File: src/rtl/placement_search.sv
// Placement search controller: sweeps every (x, rotation) candidate through an
// external scorer, copying the internal field RAM into the scorer, and keeps
// the lowest legal score.
// Build option: define PLACEMENT_SEARCH_RECOPY_EN to recopy the field before
// every candidate; otherwise the field is copied once per search.
module placement_search #(
  parameter int unsigned COLS     = 10,
  parameter int unsigned ROWS     = 25,
  parameter int unsigned AW       = 5,
  parameter int unsigned NX       = 10,
  parameter int unsigned XW       = 4,
  parameter int unsigned NROT     = 4,
  parameter int unsigned IW       = 2,
  parameter int unsigned SW       = 32,
  parameter int unsigned TIE_LAST = 1
) (
  input  logic                 clk,
  input  logic                 rst,
  input  logic [AW-1:0]        fld_write_addr,
  input  logic [COLS-1:0]      fld_write_data,
  input  logic                 fld_write_enable,
  input  logic [NROT*16-1:0]   shape,
  input  logic                 start,
  input  logic                 abort,
  output logic [AW-1:0]        sc_write_addr,
  output logic [COLS-1:0]      sc_write_data,
  output logic                 sc_write_enable,
  output logic [XW-1:0]        sc_x,
  output logic [15:0]          sc_shape,
  output logic                 sc_start,
  input  logic                 sc_busy,
  input  logic [SW-1:0]        sc_score,
  input  logic                 sc_valid,
  output logic                 busy,
  output logic                 done,
  output logic [XW-1:0]        best_x,
  output logic [IW-1:0]        best_i,
  output logic [SW-1:0]        best_score,
  output logic                 best_found
);

`ifdef PLACEMENT_SEARCH_RECOPY_EN
  localparam bit RECOPY = 1'b1;
`else
  localparam bit RECOPY = 1'b0;
`endif

  typedef enum logic [2:0] {
    IDLE, COPY_INIT, COPY, LAUNCH, STARTED, WAIT, COMPARE, NEXT
  } state_t;

  state_t state, state_d;

  logic [COLS-1:0] mem [ROWS];
  logic [AW-1:0]   rd_addr, rd_addr_d;
  logic [IW-1:0]   cand_i, cand_i_d;
  logic [XW-1:0]   sc_x_d;
  logic [15:0]     sc_shape_d;
  logic [AW-1:0]   sc_write_addr_d;
  logic            sc_write_enable_d, sc_start_d;
  logic            busy_d, done_d;
  logic [XW-1:0]   best_x_d;
  logic [IW-1:0]   best_i_d;
  logic [SW-1:0]   best_score_d;
  logic            best_found_d;
  logic            last_cand, better;

  // Field RAM write port; contents survive reset
  always_ff @(posedge clk) begin
    if (fld_write_enable && (32'(fld_write_addr) < ROWS)) begin
      mem[fld_write_addr] <= fld_write_data;
    end
  end

  // Field RAM read port, one-cycle latency, feeds the scorer copy data directly
  always_ff @(posedge clk) begin
    if (32'(rd_addr) < ROWS) begin
      sc_write_data <= mem[rd_addr];
    end else begin
      sc_write_data <= '0;
    end
  end

  assign last_cand = (sc_x == XW'(NX - 1)) && (cand_i == IW'(NROT - 1));
  assign better    = sc_valid && (!best_found || (sc_score < best_score) ||
                     ((TIE_LAST != 0) && (sc_score == best_score)));

  // Next-state and registered-output logic
  always_comb begin
    state_d           = state;
    rd_addr_d         = rd_addr;
    cand_i_d          = cand_i;
    sc_x_d            = sc_x;
    sc_shape_d        = sc_shape;
    sc_write_addr_d   = sc_write_addr;
    sc_write_enable_d = 1'b0;
    sc_start_d        = 1'b0;
    busy_d            = busy;
    done_d            = 1'b0;
    best_x_d          = best_x;
    best_i_d          = best_i;
    best_score_d      = best_score;
    best_found_d      = best_found;

    if ((state != IDLE) && abort) begin
      state_d      = IDLE;
      busy_d       = 1'b0;
      best_found_d = 1'b0;
    end else begin
      case (state)
        IDLE: begin
          if (start && !abort) begin
            busy_d       = 1'b1;
            best_score_d = '1;
            best_found_d = 1'b0;
            sc_x_d       = '0;
            cand_i_d     = '0;
            sc_shape_d   = shape[15:0];
            state_d      = COPY_INIT;
          end
        end
        COPY_INIT: begin
          rd_addr_d = '0;
          state_d   = COPY;
        end
        COPY: begin
          // Row rd_addr is being read now; its write lands next cycle
          sc_write_enable_d = 1'b1;
          sc_write_addr_d   = rd_addr;
          if (32'(rd_addr) == ROWS - 1) begin
            state_d = LAUNCH;
          end else begin
            rd_addr_d = rd_addr + AW'(1);
          end
        end
        LAUNCH: begin
          sc_start_d = 1'b1;
          state_d    = STARTED;
        end
        STARTED: begin
          state_d = WAIT;
        end
        WAIT: begin
          if (!sc_busy) begin
            state_d = COMPARE;
          end
        end
        COMPARE: begin
          if (better) begin
            best_x_d     = sc_x;
            best_i_d     = cand_i;
            best_score_d = sc_score;
            best_found_d = 1'b1;
          end
          state_d = NEXT;
        end
        NEXT: begin
          if (last_cand) begin
            busy_d  = 1'b0;
            done_d  = 1'b1;
            state_d = IDLE;
          end else begin
            if (cand_i == IW'(NROT - 1)) begin
              cand_i_d = '0;
              sc_x_d   = sc_x + XW'(1);
            end else begin
              cand_i_d = cand_i + IW'(1);
            end
            sc_shape_d = shape[32'(cand_i_d)*16 +: 16];
            state_d    = RECOPY ? COPY_INIT : LAUNCH;
          end
        end
        default: state_d = IDLE;
      endcase
    end
  end

  // State and output registers with synchronous reset
  always_ff @(posedge clk) begin
    if (rst) begin
      state           <= IDLE;
      rd_addr         <= '0;
      cand_i          <= '0;
      sc_x            <= '0;
      sc_shape        <= '0;
      sc_write_addr   <= '0;
      sc_write_enable <= 1'b0;
      sc_start        <= 1'b0;
      busy            <= 1'b0;
      done            <= 1'b0;
      best_x          <= '0;
      best_i          <= '0;
      best_score      <= '1;
      best_found      <= 1'b0;
    end else begin
      state           <= state_d;
      rd_addr         <= rd_addr_d;
      cand_i          <= cand_i_d;
      sc_x            <= sc_x_d;
      sc_shape        <= sc_shape_d;
      sc_write_addr   <= sc_write_addr_d;
      sc_write_enable <= sc_write_enable_d;
      sc_start        <= sc_start_d;
      busy            <= busy_d;
      done            <= done_d;
      best_x          <= best_x_d;
      best_i          <= best_i_d;
      best_score      <= best_score_d;
      best_found      <= best_found_d;
    end
  end

endmodule

File: config.mk
export PLATFORM = sky130hd
export DESIGN_NAME = placement_search
export DESIGN_NICKNAME = d
export VERILOG_FILES = /design/src/rtl/placement_search.sv
export SDC_FILE = /design/constraint.sdc
export NUM_CORES = 1
export LEC_CHECK = 0
export BUFFER_PORTS_ARGS = -buffer_cell sky130_fd_sc_hd__buf_2
export CAP_MARGIN = 5
export CORE_ASPECT_RATIO = 0.75
export CORE_MARGIN = 2
export CORE_UTILIZATION = 54
export DETAILED_ROUTE_END_ITERATION = 8
export PLACE_DENSITY = 0.85
export SKIP_CTS_REPAIR_TIMING = 1
export SYNTH_ARGS = -nofsm -noshare
export SYNTH_HDL_FRONTEND = slang
export SYNTH_SLANG_ARGS = --single-unit
File: constraint.sdc
create_clock -name clk -period 3.8 [get_ports clk]
set_clock_uncertainty 0.05 [all_clocks]
set_input_delay 1.14 -clock clk [delete_from_list [all_inputs] [get_ports clk]]
set_output_delay 1.14 -clock clk [all_outputs]
set_load 0.01 [all_outputs]
==> metrics.cfg, run 1 <==
[power_and_ir_drop]
pwr-share-clk_pct=42.3
p_sw_mw=1.60
comb_power_share_pct=5.4
seq_power_share_pct=52.3
leakage_nw=6.23
sw_frac_of_total_pct=20.7
max-vdd-ir-drop_mv=0.477
p_int_mw=6.13
powerDensity_nw_per_um2=458

[global_routing]
grt_first_pass_wirelength_um=50800
grt_max_degree=37
antenna_found_initial=2
grt-ovfl-total=0
grt_pass1_vias=8865
grt.total_usage_pct=24.4

[die]
die_width_um=192
io_pins=196
die_y_um=145
rows=51
die_area_um2=27800
initial_core_util_pct=55.0
fp.coreArea_um2=26000

[sta]
drv_slew=0
layout_setup_ws_ns=0.710
tightest_slew_ns=1.20
layout_worst_path_cycle_share_pct=81.3
setup_viol=0
slew_headroom_pct=20.1
setup-tns-final_ns=0
finalHoldViolations=0
fmax_ghz=0.324
finalCriticalPeriod_ns=3.09
rsz0062_at_grt=no

[route]
detail_route.wl_per_cell_um=22.0
ant_nets=0
wl_um=33900
drc=0
drt_iter0_markers=827
vias_per_cell=5.95
vias=9154
drt-pass1-iter-count=5

[clock_tree]
cts_buffers=31
clockBufferDepth=3
cts_tree=done
clk_pin_slew_ns=0.06
cts_htree_levels=1
cts.sinks=338
cts_root_buffer=clkbuf_16
clock_latency_ns=0.56

[setup_path]
r2r_setup_slack_ns=0.92
rr_endpoint=sc_shape[0]
worst-setup-path-type=input pin to flip-flop
timing.rr.start=cand_i[0]
path_max_fanout=20
crit_required_ns=4.18
crit_arrival_ns=3.47
worst_r2r_path_depth=6
crit_path_end_kind=flip-flop
crit_path_start_kind=input pin

[place]
post-place-cells=1480
place.gp.congestion=0.836
post-place-ws_ns=0.194
hpwl_um=23200
dpl_cell_area_um2=15800
io_buffers=195

[worst_hold_path]
min_from=sc_shape[9]
whs_path_depth=2
worst_hold_path_type=flip-flop to flip-flop
min_to=sc_shape[9]

[yosys]
netlist_instances=944
synth_async_sr_flop_share_pct=0
yosys.cell_types.count=60
synth_area_um2=14300
ys_seq_area_share_pct=64.9
synth_top_flop_cell=edfxtp_1
yosysWarnings=0
ys_seq_elements=338
synth_nets=1099
synth_enable_flop_cells=250
avgSynthCellArea_um2=15.1

[finish]
nNetsFinal=1324
fin_cells=1539
fillers=1806
areaGrowthSynthToFinish_pct=18.2
final_area_um2=16900
layout-drive-gt1-share_pct=33.1
final_util_pct=64.9

[run]
cap_violations=0

[outcome]
status=finished, final reports clean

## worst max-delay path, stage by stage
cell and delay [ns]:
buf_2 0.11, ha_1 0.32, nand4_1 0.24, or4_4 0.60, a31oi_4 0.32, inv_4 0.09, nand2_4 0.09, nand4_4 0.10
buf_4 0.23, o22a_1 0.22
## Yosys cell counts (all sizes together) (14+ instances only)
cell type / instances / share of area (%)
a21oi: 31 / 1.1
nor2: 81 / 2.1
nor3: 17 / 0.63
dfxtp: 88 / 12
inv: 39 / 1.0
nand3: 16 / 0.56
o22a: 32 / 2.0
o21ai: 35 / 1.3
mux2i: 26 / 1.8
buf: 24 / 1.1
nand2: 61 / 1.7
clkbuf: 28 / 0.95
a221oi: 14 / 0.86
edfxtp: 250 / 53
ha: 37 / 3.2
mux4: 70 / 11
## kinds of logic after synthesis
group                    count (synthesis)  synth area share [%]
adder cells (fa/ha/maj)                 37                  3.24
buffers and inverters                   91                  3.09
multiplexers                           107                  13.7
AO/OA/AOI/OAI                          152                  7.67
flip-flops                             338                  64.9
AND/OR/NAND/NOR                        213                  6.94
XOR/XNOR                                 6                 0.368
## power by group through the flow
stage	sequential, mW	clock (mW)	combinational (mW)
detailed placement	4.12	0	0.410
floorplan	4.11	0	0.225
finish	4.04	3.27	0.415
global route	4.05	3.45	0.451
CTS	4.04	3.31	0.415
global placement	4.12	0	0.398
## layout make-up
type	instances	area, µm²	area share [%]
Inverter	39	149	0.883
Tap cell	344	430	2.55
Timing Repair Buffer	244	1360	8.04
Multi-Input combinational cell	515	4570	27.1
Antenna cell	2	5.00	0.0297
Sequential cell	338	9270	55.0
Clock inverter	20	272	1.61
Clock buffer	37	808	4.79
## placed cells by master, fill, tap and decap left out, drive strengths merged, types with 35 or more instances in the layout
cell,Yosys,routed
buf,24,244
nand2,61,61
edfxtp,250,250
dfxtp,88,88
mux4,70,70
inv,39,40
o21ai,35,35
ha,37,37
clkbuf,28,37
nor2,81,81
## per-stage QoR
stage | power [mW] | hold WS, ns
after global routing | 7.95 | 0.436
after detailed placement | 4.53 | 0.397
final | 7.73 | 0.404
after global placement | 4.52 | 0.388
after floorplan | 4.34 | 0.426
after CTS | 7.77 | 0.406
## routing by layer
metal  vias up  GRT usage [%]  wire length [µm]
met5         -              0                 0
met4         0           5.87               852
met3        63           4.44              3020
met2       426           41.5             16100
met1      4539           32.9             13900
li1       4126              -                 -
## registers in the layout, indices dropped and copies added, names as in the netlist
name and cells:
sc_write_data 10, best_x 4, sc_write_enable 1, best_i 2, busy 1, sc_x 4, rd_addr 5, sc_start 1
state 3, done 1, best_score 32, sc_write_addr 5, sc_shape 16, cand_i 2, best_found 1, mem 250
## how the worst max path moves through the flow
stage,start,end,depth (start not counted)
after floorplan,sc_score[13],best_score[10],9
after global placement,sc_score[11],best_score[31],10
after detailed placement,sc_score[11],best_score[31],10
after CTS,sc_score[11],best_score[15],10
after global routing,sc_score[11],best_score[22],10
final,sc_score[11],best_score[15],10
(Power assumes the default switching activity.)
==> inputs of run 2 (changes only) <==
--- a/config.mk
+++ b/config.mk
@@ -5,11 +5,12 @@
 export SDC_FILE = /design/constraint.sdc
 export NUM_CORES = 1
 export LEC_CHECK = 0
+export ABC_AREA = 1
 export BUFFER_PORTS_ARGS = -buffer_cell sky130_fd_sc_hd__buf_2
 export CAP_MARGIN = 5
 export CORE_ASPECT_RATIO = 0.75
 export CORE_MARGIN = 2
-export CORE_UTILIZATION = 54
+export CORE_UTILIZATION = 52
 export DETAILED_ROUTE_END_ITERATION = 8
 export PLACE_DENSITY = 0.85
 export SKIP_CTS_REPAIR_TIMING = 1
==> constraint.sdc (replaced) <==
create_clock -name clk -period 2.7 [get_ports clk]
set_clock_uncertainty 0.05 [all_clocks]
set_input_delay 0.81 -clock clk [delete_from_list [all_inputs] [get_ports clk]]
set_output_delay 0.81 -clock clk [all_outputs]
set_load 0.01 [all_outputs]
==> run 2 against run 1 <==
  * Clock power grew 44%
  * First-iteration DRC count up 54%
  * Global-route usage increased by 1.5 points
  * Combinational power grew to 8.7 times the previous value
  * Register-to-register slack worse by 0.51 ns
  * Sequential power grew 50%
  * Worst setup slack got worse by 0.31 ns
  * Design area up 2.9%
  * Utilization down 2.8 points
  * Largest power group unchanged
  * Highest routed layer is now met5
==> metrics.cfg, run 2 <==
[outcome]
status=finished, final reports clean

[yosys]
synth_nets=1596
netlist_top_cells_area=edfxtp_1 (51%), dfxtp_1 (12%), o21ai_0 (5.7%)
yosys.area_share.xor_xnor_pct=0
synth_enable_flop_cells=250
synth_top_family_by_area=simple AND/OR/NAND/NOR gates
yosys.area_share.simple_pct=15.5
muxShareOfSynthArea_pct=0.136
yosysMostFrequentCell=edfxtp_1
synth_top_flop_cell=edfxtp_1
yosysTopAreaCell=edfxtp_1
ys_seq_area_share_pct=63.1
ys_seq_elements=338
synthAdderAreaFrac_pct=3.15
synth_compound_area_share_pct=13.0
yosys-top-cells-count=edfxtp_1 (250), nor2_1 (215), nand2_1 (184), o21ai_0 (168), nand3_1 (103)
netlist_instances=1441
avgSynthCellArea_um2=10.2
synth_async_sr_flop_share_pct=0
synth_area_um2=14700
yosys.cell_types.count=41
yosysWarnings=0
synth.top_cell.area_share_pct=51.1

[die]
die_width_um=198
die_y_um=150
die_area_um2=29600
io_pins=196
fp.coreArea_um2=27900
initial_core_util_pct=52.6
rows=53

[global_routing]
antenna_found_initial=4
grt_pass1_vias=11100
grt.total_usage_pct=25.9
grt_max_degree=110
grt-ovfl-total=0
grt_first_pass_wirelength_um=58800

[power_and_ir_drop]
p_int_mw=9.78
p_sw_mw=4.59
leakage_nw=7.03
powerDensity_nw_per_um2=829
comb_power_share_pct=25.2
sw_frac_of_total_pct=32.0
seq_power_share_pct=42.0
max-vdd-ir-drop_mv=0.532
pwr-share-clk_pct=32.8

[place]
io_buffers=195
place.gp.congestion=0.898
hpwl_um=25500
post-place-cells=1988

[sta]
fmax_ghz=0.434
drv_slew=0
finalHoldViolations=0
rsz0062_at_grt=no
finalCriticalPeriod_ns=2.30
setup_viol=0
layout_worst_path_cycle_share_pct=85.3
tightest_slew_ns=1.17
slew_headroom_pct=21.5

[setup_path]
rr_endpoint=best_score[3]
crit_required_ns=3.03
r2r_setup_slack_ns=0.41
crit_path_end_kind=flip-flop
worst-setup-path-type=input pin to flip-flop
timing.rr.start=best_score[27]
critPathMaxStageDelay_ns=0.29
crit_arrival_ns=2.63
cp_slowest_cell=ha_1
crit_chain=buf_2 -> ha_1 -> nand2_1 -> nor2_1 -> nand2_2 -> nor3_2 -> nand3_1 -> nor2_1 -> nor2_1 -> nand2_4 -> nand3_4 -> buf_4 -> nand3_1 -> nand3_1
crit_path_start_kind=input pin
path_max_fanout=19
worst_r2r_path_depth=14

[route]
ant_nets=0
drc=0
drt-pass1-iter-count=5
vias=11900
detail_route.wl_per_cell_um=19.2
vias_per_cell=5.82
drt_iter0_markers=1276
wl_um=39500

[finish]
final_util_pct=62.1
final_cell_mix=edfxtp_1 (250), nor2_1 (213), buf_2 (195), nand2_1 (184), o21ai_0 (168)
largest_reg_flops=250
layout-drive-gt1-share_pct=19.0
final_common_cell=edfxtp_1
reg_top3=mem: 250 flops, best_score: 32 flops, sc_shape: 16 flops
fin_cells=2052
regMostFlops=mem
nNetsFinal=1794
areaGrowthSynthToFinish_pct=18.1

[clock_tree]
cts_buffers=34
cts_root_buffer=clkbuf_16
clk_pin_slew_ns=0.06
clockBufferDepth=3
cts.sinks=338
clock_latency_ns=0.51
cts_htree_levels=2
cts_tree=done

[run]
cap_violations=0

[worst_hold_path]
whs_path_depth=2
min_to=busy
worst_hold_path_type=flip-flop to flip-flop
min_from=busy

## run 2: kinds of logic (layout without fill, tap and decap cells)
kind of cell,after synthesis,count (layout)
other,0,4
muxes,2,2
DFF,338,338
adders and majority gates,37,37
AOI/OAI and AO/OA,336,336
buffers and inverters,187,409
and+or+nand+nor,541,541
## run 2: worst max path at each step
stage,from,end,depth (start not counted)
finish,sc_score[27],best_score[3],14
global placement,sc_score[27],best_score[24],14
CTS,best_score[27],best_score[3],14
detailed placement,sc_score[27],best_score[12],14
global route,best_score[27],best_x[1],15
floorplan,fld_write_addr[0],mem[0][0],5
## run 2: area by class of cell
| cell class | count | area [µm²] |
|---|---|---|
| repair buffers | 243 | 1390 |
| fillers | 2128 | 10600 |
| diodes | 4 | 10.0 |
| clock inverters | 20 | 189 |
| well taps | 385 | 482 |
| inverters | 106 | 398 |
| multi-input cells | 916 | 4680 |
| clock buffers | 40 | 925 |
| flip-flops and latches | 338 | 9270 |
## run 2: layer usage
layer	track usage, %	routed length, µm
met1	34.0	15300
met2	42.1	18500
met3	5.75	4360
met4	10.3	1360
met5	0	8
## run 2: through the flow
stage	hold WS [ns]	instance area, µm²	setup TNS, ns	setup WS, ns	power [mW]
global route	0.435	17300	0	0.234	15.0
finish	0.417	17300	0	0.396	14.4
floorplan	0.407	14700	0	0.204	8.34
CTS	0.416	17300	0	0.449	14.4
detailed placement	0.405	16200	-1.36	-0.0569	9.67
global placement	0.401	16200	0	0.0428	9.55
## run 2: critical path: cells and delay by family
family	cells	cell delay (ns)
AND/OR/NAND/NOR	11	1.19
buffers and inverters	2	0.33
adder cells (fa/ha/maj)	1	0.29
## run 2: power by group through the flow
stage          clock network, mW  logic, mW  registers, mW
2_1_floorplan                  0       2.13           6.20
3_3_place_gp                   0       3.42           6.14
3_5_place_dp                   0       3.52           6.14
4_1_cts                     4.77       3.57           6.03
5_1_grt                     4.97       3.96           6.06
6_report                    4.72       3.62           6.04
==> inputs of run 3 (changes only) <==
--- a/config.mk
+++ b/config.mk
@@ -9,7 +9,6 @@
 export BUFFER_PORTS_ARGS = -buffer_cell sky130_fd_sc_hd__buf_2
 export CAP_MARGIN = 5
 export CORE_ASPECT_RATIO = 0.75
-export CORE_MARGIN = 2
 export CORE_UTILIZATION = 52
 export DETAILED_ROUTE_END_ITERATION = 8
 export PLACE_DENSITY = 0.85
==> run 3 against run 2 <==
  * Maximum frequency up 1.5%
  * Hold slack worse by 0.0088 ns
  * Final cell count down 0.15%
  * Critical path depth down 2
  * Utilization up 0.99 points
  * Highest routed layer is now met4
==> metrics.cfg, run 3 (synthesis results as in run 2) <==
[outcome]
status=finished, final reports clean

[global_routing]
grt_pass1_vias=11100
grt-ovfl-total=0
antenna_found_initial=2
grt_max_degree=124
grt_first_pass_wirelength_um=57600
grt.total_usage_pct=25.4

[finish]
final_common_cell=edfxtp_1
nNetsFinal=1798
reg_top3=mem: 250 flops, best_score: 32 flops, sc_shape: 16 flops
fillers=2095
fin_cells=2049
layout-drive-gt1-share_pct=18.6
final_cell_mix=edfxtp_1 (250), nor2_1 (213), buf_2 (195), nand2_1 (184), o21ai_0 (168)
regMostFlops=mem
areaGrowthSynthToFinish_pct=17.7
final_util_pct=63.1
largest_reg_flops=250

[sta]
finalCriticalPeriod_ns=2.27
layout_worst_path_cycle_share_pct=84.1
layout_setup_ws_ns=0.430
slew_headroom_pct=36.0
finalHoldViolations=0
drv_slew=0
fmax_ghz=0.441
setup_viol=0
rsz0062_at_grt=no
tightest_slew_ns=0.956
hold_ws_ns=0.408

[power_and_ir_drop]
comb_power_share_pct=25.7
pwr-share-clk_pct=31.1
powerDensity_nw_per_um2=805
sw_frac_of_total_pct=32.0
leakage_nw=7.00
seq_power_share_pct=43.2
p_int_mw=9.47
max-vdd-ir-drop_mv=0.631
p_sw_mw=4.45
finalPower_mw=13.9

[die]
die_width_um=196
die_area_um2=28900
io_pins=196
die_y_um=148
initial_core_util_pct=53.6
fp.coreArea_um2=27400
rows=52

[place]
io_buffers=195
post-place-ws_ns=-0.0403
post-place-cells=1985
hpwl_um=25000
place.gp.congestion=0.937

[clock_tree]
cts_tree=done
clockBufferDepth=3
clock_latency_ns=0.51
cts_htree_levels=2
cts_root_buffer=clkbuf_16
clk_pin_slew_ns=0.06
cts.sinks=338
cts_buffers=34

[route]
drc=0
drt-pass1-iter-count=5
ant_nets=0
wl_um=37400
vias=11700
detail_route.wl_per_cell_um=18.2
drt_iter0_markers=1057
vias_per_cell=5.70

[worst_hold_path]
worst_hold_path_type=flip-flop to flip-flop

[setup_path]
crit_required_ns=3.03
path_max_fanout=14
crit_path_start_kind=flip-flop
crit_arrival_ns=2.60
worst-setup-path-type=flip-flop to flip-flop
crit_path_end_kind=flip-flop

[run]
cap_violations=0

[run 3: final timing paths]
kind / startpoint / depth (start not counted) / to / slack (ns)
setup / recovery: best_score[15] / 12 / best_score[4] / 0.43
hold / removal: busy / 2 / busy / 0.41
setup reg to reg: best_score[15] / 12 / best_score[4] / 0.43
hold reg to reg: busy / 2 / busy / 0.41
[run 3: metrics by stage]
step           cell area (µm²)  TNS [ns]
2_1_floorplan            14700         0
3_3_place_gp             16300         0
3_5_place_dp             16300    -0.540
4_1_cts                  17300         0
5_1_grt                  17300         0
6_report                 17300         0
[run 3: layout make-up]
| class | count | area, µm² | area share [%] |
|---|---|---|---|
| clock inverters | 16 | 90.1 | 0.521 |
| well taps | 378 | 473 | 2.74 |
| flip-flops and latches | 338 | 9270 | 53.6 |
| diodes | 3 | 7.51 | 0.0434 |
| inverters | 106 | 398 | 2.30 |
| multi-input cells | 916 | 4680 | 27.1 |
| repair buffers | 247 | 1440 | 8.34 |
| clock buffers | 45 | 923 | 5.34 |
[run 3: power groups by stage]
stage / sequential (mW) / clock, mW / combinational, mW
after global routing: 6.04 / 4.60 / 3.95
after detailed placement: 6.12 / 0 / 3.51
after floorplan: 6.20 / 0 / 2.13
after CTS: 6.01 / 4.41 / 3.54
final: 6.01 / 4.33 / 3.58
after global placement: 6.11 / 0 / 3.40
[run 3: layer usage]
layer  vias up  routed length, µm  track usage, %  part of all wire (%)
met5         -                  0               0                     0
met4         0               1490            11.3                   4.0
met3        91               3560            4.72                   9.5
met2       581              17500            41.7                    47
met1      5512              14800            33.3                    40
li1       5497                  -               -                     -
[run 3: worst max-delay path, stage by stage, from the launching register on]
cell and delay (ns):
dfxtp_1 0.38, inv_1 0.07, ha_1 0.30, nand2_1 0.09, nor3_1 0.31, nand3_1 0.19
nor2_1 0.14, nor2_1 0.07, nand2_4 0.09, nand3_4 0.09, buf_4 0.21, nand3_1 0.09
nand3_1 0.08
